`config.mk`:
```
export PLATFORM = sky130hd
export DESIGN_NAME = fm_audio_decimator
export DESIGN_NICKNAME = d
export VERILOG_FILES = /design/src/rtl/fm_pkg.sv /design/src/rtl/fm_audio_decimator_deemph_iir.sv /design/src/rtl/fm_audio_decimator.sv
export SDC_FILE = /design/constraint.sdc
export NUM_CORES = 1
export LEC_CHECK = 0
export CAP_MARGIN = 10
export CORE_AREA = 2 2 99 101
export DETAILED_ROUTE_END_ITERATION = 12
export DIE_AREA = 0 0 101 103
export PLACE_DENSITY = 0.82
export SKIP_CTS_REPAIR_TIMING = 1
export SYNTH_ARGS = -nofsm -noshare
export SYNTH_HDL_FRONTEND = slang
export SYNTH_SLANG_ARGS = --single-unit
```
`constraint.sdc`:
```
create_clock -name s00_axis_aclk -period 6.6 [get_ports s00_axis_aclk]
set_input_delay 1.32 -clock s00_axis_aclk [delete_from_list [all_inputs] [get_ports s00_axis_aclk]]
set_output_delay 1.32 -clock s00_axis_aclk [all_outputs]
set_load 0.02 [all_outputs]
```
`src/rtl/fm_pkg.sv`:
```
// Shared types and helpers for the FM audio back end.
`timescale 1ns/1ps
package fm_pkg;

    localparam int AUDIO_W = 16;

    typedef logic signed [AUDIO_W-1:0] sample_t;

    function automatic int decim_len(input int log2_decim);
        return 1 << log2_decim;
    endfunction

endpackage

```
`src/rtl/fm_audio_decimator_deemph_iir.sv`:
```
// Single-pole de-emphasis step: y_new = y + ((avg - y) >>> DEEMPH_SHIFT), or avg when bypassed.
`timescale 1ns/1ps
module deemph_iir
    import fm_pkg::*;
#(
    parameter int DEEMPH_SHIFT = 3
) (
    input  sample_t y,
    input  sample_t avg,
    output sample_t y_new
);

    localparam int DIFF_W = AUDIO_W + 1;

    function automatic logic signed [DIFF_W-1:0] shr_floor(input logic signed [DIFF_W-1:0] v);
        return v >>> DEEMPH_SHIFT;
    endfunction

    generate
        if (DEEMPH_SHIFT == 0) begin : g_bypass
            sample_t unused_y;
            assign unused_y = y;
            assign y_new    = avg;
        end else begin : g_iir
            logic signed [DIFF_W-1:0] diff;
            logic signed [DIFF_W-1:0] step;
            logic signed [DIFF_W-1:0] total;
            logic                     unused_msb;

            // The step never overshoots avg, so the sum always fits back into 16 bits.
            assign diff       = $signed({avg[AUDIO_W-1], avg}) - $signed({y[AUDIO_W-1], y});
            assign step       = shr_floor(diff);
            assign total      = $signed({y[AUDIO_W-1], y}) + step;
            assign y_new      = total[AUDIO_W-1:0];
            assign unused_msb = total[DIFF_W-1];
        end
    endgenerate

endmodule

```
`src/rtl/fm_audio_decimator.sv`:
```
// Integrate-and-dump decimator with de-emphasis, turning the discriminator stream into audio-rate AXI-Stream.
`timescale 1ns/1ps
module fm_audio_decimator
    import fm_pkg::*;
#(
    parameter int LOG2_DECIM             = 4,
    parameter int DEEMPH_SHIFT           = 3,
    parameter int C_S00_AXIS_TDATA_WIDTH = 32,
    parameter int C_M00_AXIS_TDATA_WIDTH = 32
) (
    input  logic                              s00_axis_aclk,
    input  logic                              s00_axis_areset,
    input  logic                              s00_axis_tvalid,
    output logic                              s00_axis_tready,
    input  logic [C_S00_AXIS_TDATA_WIDTH-1:0] s00_axis_tdata,
    input  logic                              s00_axis_tlast,
    input  logic [3:0]                        s00_axis_tstrb,
    output logic                              m00_axis_tvalid,
    input  logic                              m00_axis_tready,
    output logic [C_M00_AXIS_TDATA_WIDTH-1:0] m00_axis_tdata,
    output logic                              m00_axis_tlast,
    output logic [3:0]                        m00_axis_tstrb
);

    localparam int DLEN  = decim_len(LOG2_DECIM);
    localparam int ACC_W = AUDIO_W + LOG2_DECIM;

    generate
        if (LOG2_DECIM < 1 || LOG2_DECIM > 8 || DEEMPH_SHIFT < 0 || DEEMPH_SHIFT > 8 ||
            C_S00_AXIS_TDATA_WIDTH != 32 || C_M00_AXIS_TDATA_WIDTH != 32 || DLEN < 2) begin : g_bad_param
            $error("fm_audio_decimator: unsupported parameter set");
        end
    endgenerate

    // Floor average: dropping the low LOG2_DECIM bits of a two's-complement sum rounds toward -inf.
    function automatic sample_t floor_avg(input logic signed [ACC_W-1:0] v);
        return sample_t'(v[ACC_W-1:LOG2_DECIM]);
    endfunction

    logic [LOG2_DECIM-1:0]   cnt;
    logic signed [ACC_W-1:0] acc;
    logic                    last_sticky;
    sample_t                 y;
    sample_t                 out_audio;
    logic                    out_vld;
    logic                    out_last;

    sample_t                 sample;
    logic signed [ACC_W-1:0] sample_ext;
    logic signed [ACC_W-1:0] sum;
    sample_t                 avg;
    sample_t                 y_new;
    logic                    cnt_max;
    logic                    in_xfer;
    logic                    out_xfer;
    logic                    dump;
    logic                    unused_bits;

    assign sample      = s00_axis_tdata[AUDIO_W-1:0];
    assign sample_ext  = {{LOG2_DECIM{sample[AUDIO_W-1]}}, sample};
    assign sum         = acc + sample_ext;
    assign avg         = floor_avg(sum);
    assign unused_bits = ^{s00_axis_tdata[C_S00_AXIS_TDATA_WIDTH-1:AUDIO_W], s00_axis_tstrb};

    assign cnt_max  = &cnt;
    assign out_xfer = out_vld & m00_axis_tready;
    assign in_xfer  = s00_axis_tvalid & s00_axis_tready;
    assign dump     = in_xfer & cnt_max;

    // Stall only the dumping sample, and only while the previous result is still unconsumed.
    assign s00_axis_tready = !cnt_max || !out_vld || m00_axis_tready;

    deemph_iir #(
        .DEEMPH_SHIFT(DEEMPH_SHIFT)
    ) u_deemph (
        .y    (y),
        .avg  (avg),
        .y_new(y_new)
    );

    always_ff @(posedge s00_axis_aclk) begin
        if (s00_axis_areset) begin
            cnt         <= '0;
            acc         <= '0;
            last_sticky <= 1'b0;
            y           <= '0;
            out_audio   <= '0;
            out_vld     <= 1'b0;
            out_last    <= 1'b0;
        end else begin
            if (in_xfer) begin
                if (cnt_max) begin
                    cnt         <= '0;
                    acc         <= '0;
                    last_sticky <= 1'b0;
                    y           <= y_new;
                    out_audio   <= y_new;
                    out_last    <= last_sticky | s00_axis_tlast;
                    out_vld     <= 1'b1;
                end else begin
                    cnt         <= cnt + 1'b1;
                    acc         <= sum;
                    last_sticky <= last_sticky | s00_axis_tlast;
                end
            end
            // A dump in the same cycle reloads the register, so tvalid stays up without a bubble.
            if (out_xfer && !dump) begin
                out_vld <= 1'b0;
            end
        end
    end

    assign m00_axis_tvalid = out_vld;
    assign m00_axis_tdata  = {{(C_M00_AXIS_TDATA_WIDTH-AUDIO_W){1'b0}}, out_audio};
    assign m00_axis_tlast  = out_last;
    assign m00_axis_tstrb  = {4{out_vld}};

endmodule

```
== Yosys cells after proc, flatten, opt, wreduce, memory -nomap -nowiden ==
Cells that the tools add are included.
Operators by class
  add/subtract/negate cells: 4
  muxes and demuxes: 3
  bitwise operators: 4
  reduce and logical (&&, ||, !) cells: 9
Operators with widths (number)
  20-bit by 16-bit adder with 20-bit output: 1
  20-bit two-way mux: 1
  16-bit by 16-bit subtractor with 17-bit output: 1
  16-bit by 14-bit adder with 16-bit output: 1
  5-bit AND reduction: 1
  4-bit by 1-bit adder with 4-bit output (second input constant): 1
  4-bit two-way mux: 1
  4-bit AND reduction: 1
  1-bit bitwise AND: 3
  1-bit logical NOT: 3
  1-bit logical OR: 2
  2-bit OR reduction: 1
  1-bit logical AND: 1
  1-bit two-way mux: 1
  1-bit OR: 1
Storage, ports and cells
  register bits: 43
  input bits: 41
  output and inout port bits: 39
  logic and storage cells: 26

== Depth between registers and ports, before layout ==
Gate-level depths: netlist of run 1.
  word-level depth: 9
  mapped depth: 26
  mapped depth without buffers: 26

== Modules after synthesis ==
Synthesis of run 1 repeated with hierarchy kept, for this count alone.
Unflattened totals
  cells, all modules: 524
  area total of the unflattened synthesis: 4076.4 µm²
Modules (own cells, without submodules)
  fm_audio_decimator: times used 1, cells each 342, area each 2745.1 µm², sequential area each 860.8 µm²
  deemph_iir: times used 1, cells each 182, area each 1331.3 µm², sequential area each 0.0 µm²

== Worst setup path after synthesis of run 1 ==
Ideal clock, no wire load.
  kind: in2reg
  from: input s00_axis_tdata[0]
  to: register out_audio[15]
  library setup time: 0.070 ns
  data arrival time: 6.108 ns
  required time: 6.530 ns
  setup slack: 0.421 ns
  cell stages on the path: 26
  path buffers: 0
  path through: ha_1 inv_1 fa_1 nor2b_1 o311a_1 o2111ai_1 a21boi_0 o21ai_0 nor2b_1 xnor2_1 ha_1 nand3_1 o221a_2 o31ai_1 a41oi_2 o21ai_0 o41ai_1 xnor2_1 ha_1 a21o_1 a21o_1 a211oi_1 a211o_1 or4_1 a21o_1 a21oi_1
Between the ends
  cells in the longest elaborated chain, start to end: 3
RTL lines
  start: declaration: RTL line fm_audio_decimator.sv:15  | input logic [C_S00_AXIS_TDATA_WIDTH-1:0] s00_axis_tdata,
  20-bit by 16-bit adder with 20-bit output: RTL line fm_audio_decimator.sv:61  | assign sum = acc + sample_ext;
  16-bit by 16-bit subtractor with 17-bit output: RTL line fm_audio_decimator_deemph_iir.sv:31  | assign diff = $signed({avg[AUDIO_W-1], avg}) - $signed({y[AUDIO_W-1], y});
  16-bit by 14-bit adder with 16-bit output: RTL line fm_audio_decimator_deemph_iir.sv:33  | assign total = $signed({y[AUDIO_W-1], y}) + step;
  end signal: assignment: RTL line fm_audio_decimator.sv:97  | out_audio <= y_new;
  end: declaration: RTL line fm_audio_decimator.sv:44  | sample_t out_audio;
Every way passes these cells.
A chain may end at the register's enable or synchronous reset.

== Final worst setup path of run 1 ==
Same ends and word-level chain as after synthesis.

==> metrics.log, run 1 <==
INFO  metric detail_route.drc_violations = 0
INFO  metric holdWs = 0.485 ns
INFO  metric max_stage_delay = 0.53 ns
INFO  metric wl_per_cell = 16.1 um
INFO  metric yosys.area_share.simple = 19.8%
INFO  metric layout.core_utilization = 61.5%
INFO  metric detail_route.wirelength = 12500 um
INFO  metric cts-root-to-sink-buffers = 2
INFO  metric combined_global_route_utilization_of_all_metal_layers = 22.4%
INFO  metric antenna-diode-count = 0
INFO  metric critPathLaunchType = input pin
INFO  metric grt_pass1_wl = 18900 um
INFO  metric post_synth.cell_area_avg = 7.87 um^2
INFO  metric slowest_stage = sky130_fd_sc_hd__or4_4
INFO  metric timing.reg2reg.setup_slack = 0.84 ns
INFO  metric ios = 80
INFO  metric cts_tree = done
INFO  metric fin_nets = 758
INFO  metric postRouteAntennaNets = 0
INFO  metric hold_end = acc[18]$_SDFFE_PP0P_
INFO  metric run_status = finished, final reports clean
INFO  metric fraction_of_layout_cells_with_a_size_suffix_above_1 = 26.7%
INFO  metric kind_of_critical_path = input pin to register
INFO  metric most_area_hungry_cell_type_in_the_yosys_netlist = sky130_fd_sc_hd__dfxtp_1
INFO  metric floorplan.die_area = 10400 um^2
INFO  metric clock_skew = 0.00993 ns
INFO  metric largest_family_of_logic_cells_by_synthesized_area = compound AO/OA/AOI/OAI gates
INFO  metric yosys.area_share.xor_xnor = 7.46%
INFO  metric hold_path.class = register to register
INFO  metric floorplan.core_area = 9460 um^2
INFO  metric numCtsBuffers = 5
INFO  metric clock-sinks = 43
INFO  metric antenna_violations_before_repair = 0
INFO  metric synth-adder-area-share = 17.1%
INFO  metric path_clk_slew = 0.08 ns
INFO  metric worstPathArrival = 6.81 ns
INFO  metric synthesis.area = 4110 um^2
INFO  metric synth_edf_count = 0
INFO  metric required = 6.86 ns
INFO  metric port_buffers = 43
INFO  metric max_freq = 0.153 GHz
INFO  metric power.leakage = 2.56 nW
INFO  metric min-delay-start = acc[18]$_SDFFE_PP0P_
INFO  metric drtIter0Drc = 258
INFO  metric top_cell_type_s_share_of_synthesized_area = 21.0%
INFO  metric power.density = 290 nW/um^2
INFO  metric routed_via_density = 5.76
INFO  metric drv.max_cap_violation_count = 0
INFO  metric layout_common_cells = sky130_fd_sc_hd__buf_4 (107), sky130_fd_sc_hd__ha_1 (45), sky130_fd_sc_hd__nand2_1 (44)
INFO  metric setup_violations = 0
INFO  metric finalNonFillerCells = 776
INFO  metric power.ir.vdd_worst = 0.156 mV
INFO  metric htree_levels = 2
INFO  metric ys.warnings.count = 0
INFO  metric r2r_start = acc[0]$_SDFFE_PP0P_
INFO  metric grt_overflow_total = 0
INFO  metric mostFrequentLayoutCell = sky130_fd_sc_hd__buf_4
INFO  metric capturing_element_type_of_the_critical_path = register
INFO  metric clock_latency = 0.33 ns
INFO  metric finalHoldViolations = 0
INFO  metric post_synth_num_cell_types = 66
INFO  metric fin_crit = 6.55 ns
INFO  metric synthesis.instances = 522
INFO  metric num_vias = 4470
INFO  metric max_slew.worst_pin.slew = 0.776 ns
INFO  metric die_h = 103 um
INFO  metric fillCellCount = 753
INFO  metric netlist_top_cells_area = sky130_fd_sc_hd__dfxtp_1 (21%), sky130_fd_sc_hd__ha_1 (16%), sky130_fd_sc_hd__a21oi_1 (6.1%), sky130_fd_sc_hd__xnor2_1 (4.9%), sky130_fd_sc_hd__nand2_1 (4.0%)
INFO  metric worst_path_maximum_fanout = 3
INFO  metric dp_hpwl = 8690 um
INFO  metric yosys-mux-area-fraction = 0.244%
INFO  metric synth_compound_gate_area_share = 26.6%
INFO  metric yosys_most_used_dff = sky130_fd_sc_hd__dfxtp_1
INFO  metric initial_utilization = 43.4%
INFO  metric final.period_utilization = 99.3%
INFO  metric die_width = 101 um
INFO  metric area_delta_synth_final = 41.6%
INFO  metric drtPass1Iterations = 5
INFO  metric grt_max_degree = 44
INFO  metric share_of_synthesized_area_occupied_by_flip_flops_and_latches = 21.0%
INFO  metric placement_rows = 36
INFO  metric reg2reg_to = out_audio[15]$_SDFFE_PP0P_
INFO  metric postSynth.asyncResetShare = 0%
INFO  metric gp_routability_congestion = 0.929
INFO  metric root_buffer_selected_by_cts = sky130_fd_sc_hd__clkbuf_8
INFO  metric slew_viol_final = 0
INFO  metric placed_cells = 759
INFO  metric grt_pass1_vias = 4215
INFO  metric postSynthRegisterBits = 43
INFO  metric maxSlewHeadroom = 48.1%
INFO  metric hold_path_depth = 1
INFO  metric crit_top_cell = sky130_fd_sc_hd__buf_4
INFO  metric r2r.worst_path.cells = 28
synthesized netlist by cell type (3+ instances only):
cell,number
sky130_fd_sc_hd__nand2_1,44
sky130_fd_sc_hd__buf_4,20
sky130_fd_sc_hd__xnor2_1,23
sky130_fd_sc_hd__nor3_1,8
sky130_fd_sc_hd__a21oi_1,50
sky130_fd_sc_hd__ha_1,53
sky130_fd_sc_hd__and2_1,3
sky130_fd_sc_hd__a22oi_1,9
sky130_fd_sc_hd__nand2b_1,5
sky130_fd_sc_hd__inv_1,28
sky130_fd_sc_hd__o2111ai_1,3
sky130_fd_sc_hd__a21o_1,12
sky130_fd_sc_hd__and3_1,4
sky130_fd_sc_hd__xor2_1,12
sky130_fd_sc_hd__o211ai_1,8
sky130_fd_sc_hd__nor2b_1,10
sky130_fd_sc_hd__a22o_1,4
sky130_fd_sc_hd__o21ai_0,27
sky130_fd_sc_hd__a211oi_1,10
sky130_fd_sc_hd__or2_2,3
sky130_fd_sc_hd__nand4b_1,4
sky130_fd_sc_hd__clkbuf_1,10
sky130_fd_sc_hd__o21a_1,6
sky130_fd_sc_hd__o21bai_1,5
sky130_fd_sc_hd__dfxtp_1,43
sky130_fd_sc_hd__nor2_1,43
sky130_fd_sc_hd__nand3_1,15
sky130_fd_sc_hd__or3_1,5
sky130_fd_sc_hd__or4_1,4
per-layer routing:
| metal | up-vias | track usage, % | share of wire (%) |
|---|---|---|---|
| met5 | - | 0 | 0 |
| met1 | 2142 | 27.2 | 42 |
| met2 | 138 | 40.4 | 51 |
| met4 | 0 | 6.76 | 2.5 |
| li1 | 2156 | - | - |
| met3 | 34 | 4.14 | 4.8 |
report_power, final:
part           switching (W)  internal, W  total [W]
Combinational       0.000601     0.000610    0.00121
Sequential         0.0000131     0.000278   0.000291
Clock               0.000104    0.0000824   0.000186
cells by family after synthesis:
| family | Yosys count |
|---|---|
| compound gates | 164 |
| other cells | 1 |
| buf+inv | 61 |
| mux | 1 |
| flops | 43 |
| simple gates | 162 |
| xor+xnor | 35 |
| fa+ha+maj | 55 |
how the worst max path moves through the flow:
stage	to	slack (ns)	cells after the start	startpoint
after floorplan	out_audio[15]$_SDFFE_PP0P_	0.42	26	s00_axis_tdata[0]
after global placement	out_audio[15]$_SDFFE_PP0P_	-0.29	27	s00_axis_tdata[0]
after detailed placement	out_audio[15]$_SDFFE_PP0P_	-0.46	28	s00_axis_tdata[0]
after CTS	out_audio[15]$_SDFFE_PP0P_	-0.21	28	s00_axis_tdata[0]
after global routing	out_audio[15]$_SDFFE_PP0P_	-0.17	29	s00_axis_tdata[0]
final	out_audio[15]$_SDFFE_PP0P_	0.05	29	s00_axis_tdata[0]
cell type report:
type                       count  area [um^2]  area share [%]
multi-input combinational    433         3360            57.7
timing repair buffer         151         1260            21.7
sequential                    43          861            14.8
tap                          114          143            2.45
inverter                      28          105            1.81
clock buffer                   6         82.6            1.42
clock inverter                 1         5.00          0.0861
state kept, by name (all words and copies together) (netlist names):
register / count
acc: 20
last_sticky: 1
out_audio: 16
m00_axis_tlast: 1
m00_axis_tvalid: 1
cnt: 4
critical path: cells and delay by family:
| family | cells | cell delay, ns |
|---|---|---|
| buf+inv | 5 | 0.70 |
| simple gates | 7 | 1.21 |
| compound gates | 11 | 2.28 |
| xor+xnor | 2 | 0.21 |
| fa+ha+maj | 4 | 1.07 |
through the flow:
stage | cell area, um^2 | worst slack, ns | TNS (ns) | total power (W)
2_1_floorplan | 4160 | 0.421 | 0 | 0.000916
3_3_place_gp | 5260 | -0.293 | -0.785 | 0.00125
3_5_place_dp | 5260 | -0.458 | -1.63 | 0.00129
4_1_cts | 5350 | -0.210 | -0.236 | 0.00148
5_1_grt | 5820 | -0.169 | -0.169 | 0.00179
6_report | 5820 | 0.0491 | 0 | 0.00169
No activity file was read; power rests on OpenSTA's default activity.
==> run 2: changes to the inputs <==
Settings changed: CORE_AREA 2 2 99 101 to 2 2 96 98, DIE_AREA 0 0 101 103 to 0 0 98 100, PLACE_DENSITY 0.82 to 0.88.
Clock period 6.6 ns to 5.9 ns, I/O delays scaled along.
==> metrics.log, run 2 (synthesized netlist as in run 1, its figures left out) <==
INFO  metric detail_route.drc_violations = 0
INFO  metric worst_setup_path_endpoint = out_audio[15]$_SDFFE_PP0P_
INFO  metric mostFrequentLayoutCell = sky130_fd_sc_hd__buf_4
INFO  metric fillCellCount = 634
INFO  metric setup_violations = 5
INFO  metric seqCellArea = 861 um^2
INFO  metric max_stage_delay = 0.49 ns
INFO  metric wl_per_cell = 18.4 um
INFO  metric port_buffers = 43
INFO  metric cp_num_cells = 25
INFO  metric postRouteAntennaNets = 0
INFO  metric drv.max_cap_violation_count = 0
INFO  metric slowest_stage = sky130_fd_sc_hd__or4_4
INFO  metric fraction_of_layout_cells_with_a_size_suffix_above_1 = 30.1%
INFO  metric clock_latency = 0.32 ns
INFO  metric fin_area = 6020 um^2
INFO  metric reg_top3 = acc x20, out_audio x16, cnt x4
INFO  metric cts_tree = done
INFO  metric path_clk_slew = 0.10 ns
INFO  metric multiInputGateArea = 3420 um^2
INFO  metric met3_wirelength = 926 um
INFO  metric critical_path_buf_inv_count = 3
INFO  metric power.density = 333 nW/um^2
INFO  metric die_width = 98 um
INFO  metric hold_path.class = register to register
INFO  metric regMostFlops = acc
INFO  metric grt_overflow_total = 0
INFO  metric critPathTopFamily = compound AO/OA/AOI/OAI gates
INFO  metric worst_path_maximum_fanout = 4
INFO  metric placed_cells = 774
INFO  metric cts-root-to-sink-buffers = 2
INFO  metric routed_via_density = 6.13
INFO  metric grt_max_degree = 44
INFO  metric run_status = complete, but fails checks
INFO  metric drtPass1Iterations = 5
INFO  metric floorplan.core_area = 8890 um^2
INFO  metric floorplan.die_area = 9800 um^2
INFO  metric dp_hpwl = 9080 um
INFO  metric dpl_cell_area = 5420 um^2
INFO  metric detail_route.wirelength = 14600 um
INFO  metric ios = 80
INFO  metric area_delta_synth_final = 46.6%
INFO  metric gp_routability_congestion = 1.00
INFO  metric totalPowerFinal = 0.00200 W
INFO  metric reg2reg_to = out_audio[15]$_SDFFE_PP0P_
INFO  metric finalHoldViolations = 0
INFO  metric kind_of_critical_path = input pin to register
INFO  metric layout_common_cells = sky130_fd_sc_hd__buf_4 (125), sky130_fd_sc_hd__nand2_1 (44), sky130_fd_sc_hd__dfxtp_1 (43)
INFO  metric final.period_utilization = 108%
INFO  metric violated_checks = negative setup slack
INFO  metric critPathLaunchType = input pin
INFO  metric antenna-diode-count = 0
INFO  metric maxSlewHeadroom = 39.5%
INFO  metric grt_pass1_vias = 4525
INFO  metric clock_skew = 0.0107 ns
INFO  metric combined_global_route_utilization_of_all_metal_layers = 24.1%
INFO  metric r2r_start = acc[6]$_SDFFE_PP0P_
INFO  metric root_buffer_selected_by_cts = sky130_fd_sc_hd__clkbuf_8
INFO  metric fin_crit = 6.39 ns
INFO  metric largest_reg_flops = 20
INFO  metric clock-sinks = 43
INFO  metric capturing_element_type_of_the_critical_path = register
INFO  metric antenna_violations_before_repair = 0
INFO  metric power.leakage = 2.68 nW
INFO  metric preCtsSetupSlack = -0.965 ns
INFO  metric grt_pass1_wl = 19900 um
INFO  metric m1WireLength = 5350 um
INFO  metric max_freq = 0.157 GHz
INFO  metric rsz0062_at_grt = yes
INFO  metric routed.top_layer = met4
INFO  metric numCtsBuffers = 5
INFO  metric power.ir.vdd_worst = 0.204 mV
INFO  metric fin_nets = 776
INFO  metric max_slew.worst_pin.slew = 0.905 ns
INFO  metric htree_levels = 2
INFO  metric die_h = 100 um
INFO  metric num_vias = 4855
INFO  metric timing.critical_path.from = s00_axis_tdata[2]
INFO  metric drtIter0Drc = 351
INFO  metric r2r.worst_path.cells = 23
INFO  metric slew_viol_final = 0
INFO  metric total_met2_wirelength_after_detailed_routing = 7260 um
INFO  metric worstPathArrival = 6.64 ns
INFO  metric placement_rows = 35
INFO  metric required = 6.15 ns
INFO  metric finalNonFillerCells = 792
INFO  metric post-route-worst-setup-slack = -0.488 ns
INFO  metric initial_utilization = 46.2%
INFO  metric timing.reg2reg.setup_slack = 0.12 ns
[run 2: changes by cell type in the layout (fill, tap and decap cells not counted), sizes merged]
cell and change:
buf +19, clkdlybuf4s50 -5, dlymetal6s2s +4, clkinvlp +1
[run 2: final cells by class]
class                      instances  share of cell area (%)
inverter                          28                    1.75
multi-input combinational        433                    56.8
clock buffer                       6                    1.21
clock inverter                     2                   0.208
timing repair buffer             169                    23.4
tap                              111                    2.31
sequential                        43                    14.3
[run 2: metrics by stage]
step | utilization (%) | TNS [ns] | hold WS (ns)
2_1_floorplan | - | 0 | 0.436
3_3_place_gp | 61.0 | -4.04 | 0.445
3_5_place_dp | 61.0 | -6.27 | 0.459
4_1_cts | 62.0 | -3.51 | 0.482
5_1_grt | 67.7 | -2.07 | 0.499
6_report | 67.7 | -0.914 | 0.482
[run 2: worst min-delay path by stage]
stage / cells past startpoint / slack (ns) / from / end
2_1_floorplan: 2 / 0.44 / acc[2]$_SDFFE_PP0P_ / acc[2]$_SDFFE_PP0P_
3_3_place_gp: 2 / 0.45 / acc[2]$_SDFFE_PP0P_ / acc[2]$_SDFFE_PP0P_
3_5_place_dp: 1 / 0.46 / acc[15]$_SDFFE_PP0P_ / acc[15]$_SDFFE_PP0P_
4_1_cts: 2 / 0.48 / acc[2]$_SDFFE_PP0P_ / acc[2]$_SDFFE_PP0P_
5_1_grt: 1 / 0.50 / acc[17]$_SDFFE_PP0P_ / acc[17]$_SDFFE_PP0P_
6_report: 2 / 0.48 / acc[2]$_SDFFE_PP0P_ / acc[2]$_SDFFE_PP0P_
[run 2: where the power goes]
part	leakage (nW)	internal [W]	switching, W
combinational	2.29	0.000730	0.000743
sequential	0.351	0.000311	0.0000186
clock	0.0412	0.0000831	0.000119
[run 2: metal layers]
| metal | global-route usage (%) | vias to the layer above |
|---|---|---|
| li1 | - | 2202 |
| met1 | 27.4 | 2264 |
| met2 | 44.7 | 279 |
| met3 | 3.83 | 110 |
| met4 | 10.4 | 0 |
| met5 | 0 | - |
[run 2: worst register-to-register path, stage by stage (launching register included)]
cell and delay, ns:
sky130_fd_sc_hd__dfxtp_1 0.40, sky130_fd_sc_hd__ha_4 0.23, sky130_fd_sc_hd__and3_4 0.18, sky130_fd_sc_hd__a221o_1 0.40
sky130_fd_sc_hd__a31oi_2 0.20, sky130_fd_sc_hd__o21ai_1 0.12, sky130_fd_sc_hd__xor2_1 0.45, sky130_fd_sc_hd__ha_1 0.39
sky130_fd_sc_hd__a21oi_2 0.24, sky130_fd_sc_hd__o221a_4 0.24, sky130_fd_sc_hd__o31ai_4 0.08, sky130_fd_sc_hd__a41oi_4 0.28
sky130_fd_sc_hd__buf_4 0.19, sky130_fd_sc_hd__nor2b_1 0.06, sky130_fd_sc_hd__nor2_1 0.13, sky130_fd_sc_hd__xnor2_1 0.12
sky130_fd_sc_hd__ha_1 0.34, sky130_fd_sc_hd__nand3_1 0.14, sky130_fd_sc_hd__o32ai_2 0.30, sky130_fd_sc_hd__a21oi_2 0.09
sky130_fd_sc_hd__a211o_1 0.34, sky130_fd_sc_hd__or4_4 0.49, sky130_fd_sc_hd__a21o_1 0.20, sky130_fd_sc_hd__a21oi_2 0.10
==> RTL edit: new RTL, flow settings as in run 1 <==
Set the parameter `LOG2_DECIM` to 5 (it was 4).
--- a/src/rtl/fm_audio_decimator.sv
+++ b/src/rtl/fm_audio_decimator.sv
@@ -5,3 +5,3 @@
 #(
-    parameter int LOG2_DECIM             = 4,
+    parameter int LOG2_DECIM             = 5,
     parameter int DEEMPH_SHIFT           = 3,
Check against the original RTL: same outputs for any inputs over 10 cycles, from zero or initial values and one cycle with s00_axis_areset high; that may be too few to reach the edited logic, so the function may still have changed.
==> RTL edit against run 1 <==
  * Synthesized area up 1.6%
  * Global-route usage down 1.3 points
  * Design area down 3.5%
  * Power is 12% lower
  * Worst setup slack improved by 0.076 ns
  * Sequential cell count rose by 2
  * Wire length shrank 9.9%
  * First-iteration DRC count decreased by 43%
  * Fmax is 1.2% higher
  * Hold slack worse by 0.012 ns
  * Critical path type unchanged
  * Critical endpoint unchanged
==> RTL edit: results (changes against run 1) <==
stage;metric;value;unit;change
detailed_routing;TritonRoute pass-1 iters;4;;was 5
detailed_routing;DRC violation total after the first TritonRoute iteration;148;;was 258
setup_path;Slowest-stage cell, CP;clkdlybuf4s50_1;;was or4_4
detailed_routing;metal2 WL;5720;µm;was 6390 µm
power;worst ir drop on vdd;127;µV;was 156 µV
final_layout;share of cells above drive strength 1;21.8;%;was 26.7%
detailed_routing;wl on met1;4920;µm;was 5200 µm
placement;GPL Wtd Cong;0.938;;was 0.929
synth;most instantiated cells after synthesis;a21oi_1, ha_1, nand2_1, nor2_1, dfxtp_1;;was ha_1, a21oi_1, nand2_1, dfxtp_1, nor2_1
clock_tree;CTS Root Cell;clkbuf_8;;unchanged
sta;crit path time final;6.47;ns;was 6.55 ns
synth;Synth Area in Compound Gates;24.5;%;was 26.6%
final_layout;nets;765;;was 758
detailed_routing;vias;4354;;was 4470
placement;Post-DP HPWL;8110;µm;was 8690 µm
detailed_routing;met3 WL;449;µm;was 596 µm
synth;Synth Flop Type;dfxtp_1;;unchanged
global_route;largest net degree at the start of global routing;47;;was 44
sta;Slew headroom;31.2;%;was 48.1%
global_route;Global Route met1 Usage;25.0;%;was 27.2%
setup_path;r2r setup slk;1.08;ns;was 0.84 ns
final_layout;Finished Layout Cells;784;;was 776
setup_path;worst-path maximum fanout;4;;was 3
final_layout;Top Registers;acc (21), out_audio (16), cnt (5);;was acc (20), out_audio (16), cnt (4)
global_route;vias in the first global route;4285;;was 4215
clock_tree;clock latency at the later pin of the worst-skew pair;0.31;ns;was 0.33 ns
sta;skew final;0.0117;ns;was 0.00993 ns
job;Max Cap Viol;0;;unchanged
global_route;routing usage on met2;38.7;%;was 40.4%
setup_path;CP peak stage delay;0.51;ns;was 0.53 ns
setup_path;Top Family by Delay on Critical Path;compound AO/OA/AOI/OAI gates;;unchanged
global_route;met3 usage in global routing;3.19;%;was 4.14%
run_status;outcome;completed;;unchanged
global_route;first-pass GRT wire length;18200;µm;was 18900 µm
synth;Async S/R FF share, synth;0;%;unchanged
synth;sequential share of the synthesized area;21.6;%;was 21.0%
detailed_routing;DR WL/cell;14.4;µm;was 16.1 µm
placement;Place WS;-0.761;ns;was -0.458 ns
synth;Synth Area in Adders;16.9;%;was 17.1%
power;Leak;2.48;nW;was 2.56 nW
placement;Cells after DPL;760;;was 759
synth;xor/xnor share of the synthesized area;7.98;%;was 7.46%
clock_tree;Clock Pin Slew Worst Setup and Hold Paths;0.10;ns;was 0.08 ns
synth;Distinct cells, synth;63;;was 66
synth;multiplexer share of the synthesized area;1.26;%;was 0.244%
final_layout;number of fillers in the final layout;839;;was 753
global_route;Total GRT Usage;21.1;%;was 22.4%
synth;Syn Inst Count;539;;was 522
detailed_routing;DR top layer;met4;;unchanged
synth;ranking of synthesized cells by area;dfxtp_1, ha_1, a21oi_1;;unchanged
## RTL edit: final timing paths
check,start,endpoint,cells past startpoint
min,acc[0],acc[0],2
min reg2reg,acc[0],acc[0],2
max reg2reg,acc[0],out_audio[15],25
max,s00_axis_tdata[2],out_audio[15],27
## RTL edit: stage by stage
step	instance area, µm²	hold slack [ns]	TNS [ns]	total power, mW
2_1_floorplan	4230	0.436	0	0.882
3_3_place_gp	5230	0.442	-1.78	1.16
3_5_place_dp	5230	0.454	-3.23	1.19
4_1_cts	5320	0.466	-1.56	1.39
5_1_grt	5610	0.487	-0.221	1.59
6_report	5610	0.473	0	1.48
## RTL edit: cell type report
cell class	instances	area [µm²]	area share [%]
well taps	114	143	2.54
flip-flops and latches	45	901	16.1
clock buffers	5	68.8	1.23
inverters	25	93.8	1.67
repair buffers	144	1190	21.3
clock inverters	3	22.5	0.402
multi-input cells	448	3190	56.8
## RTL edit: power breakdown
group	internal, mW	switching (mW)
clock network	0.0756	0.113
registers	0.289	0.0112
logic	0.510	0.482
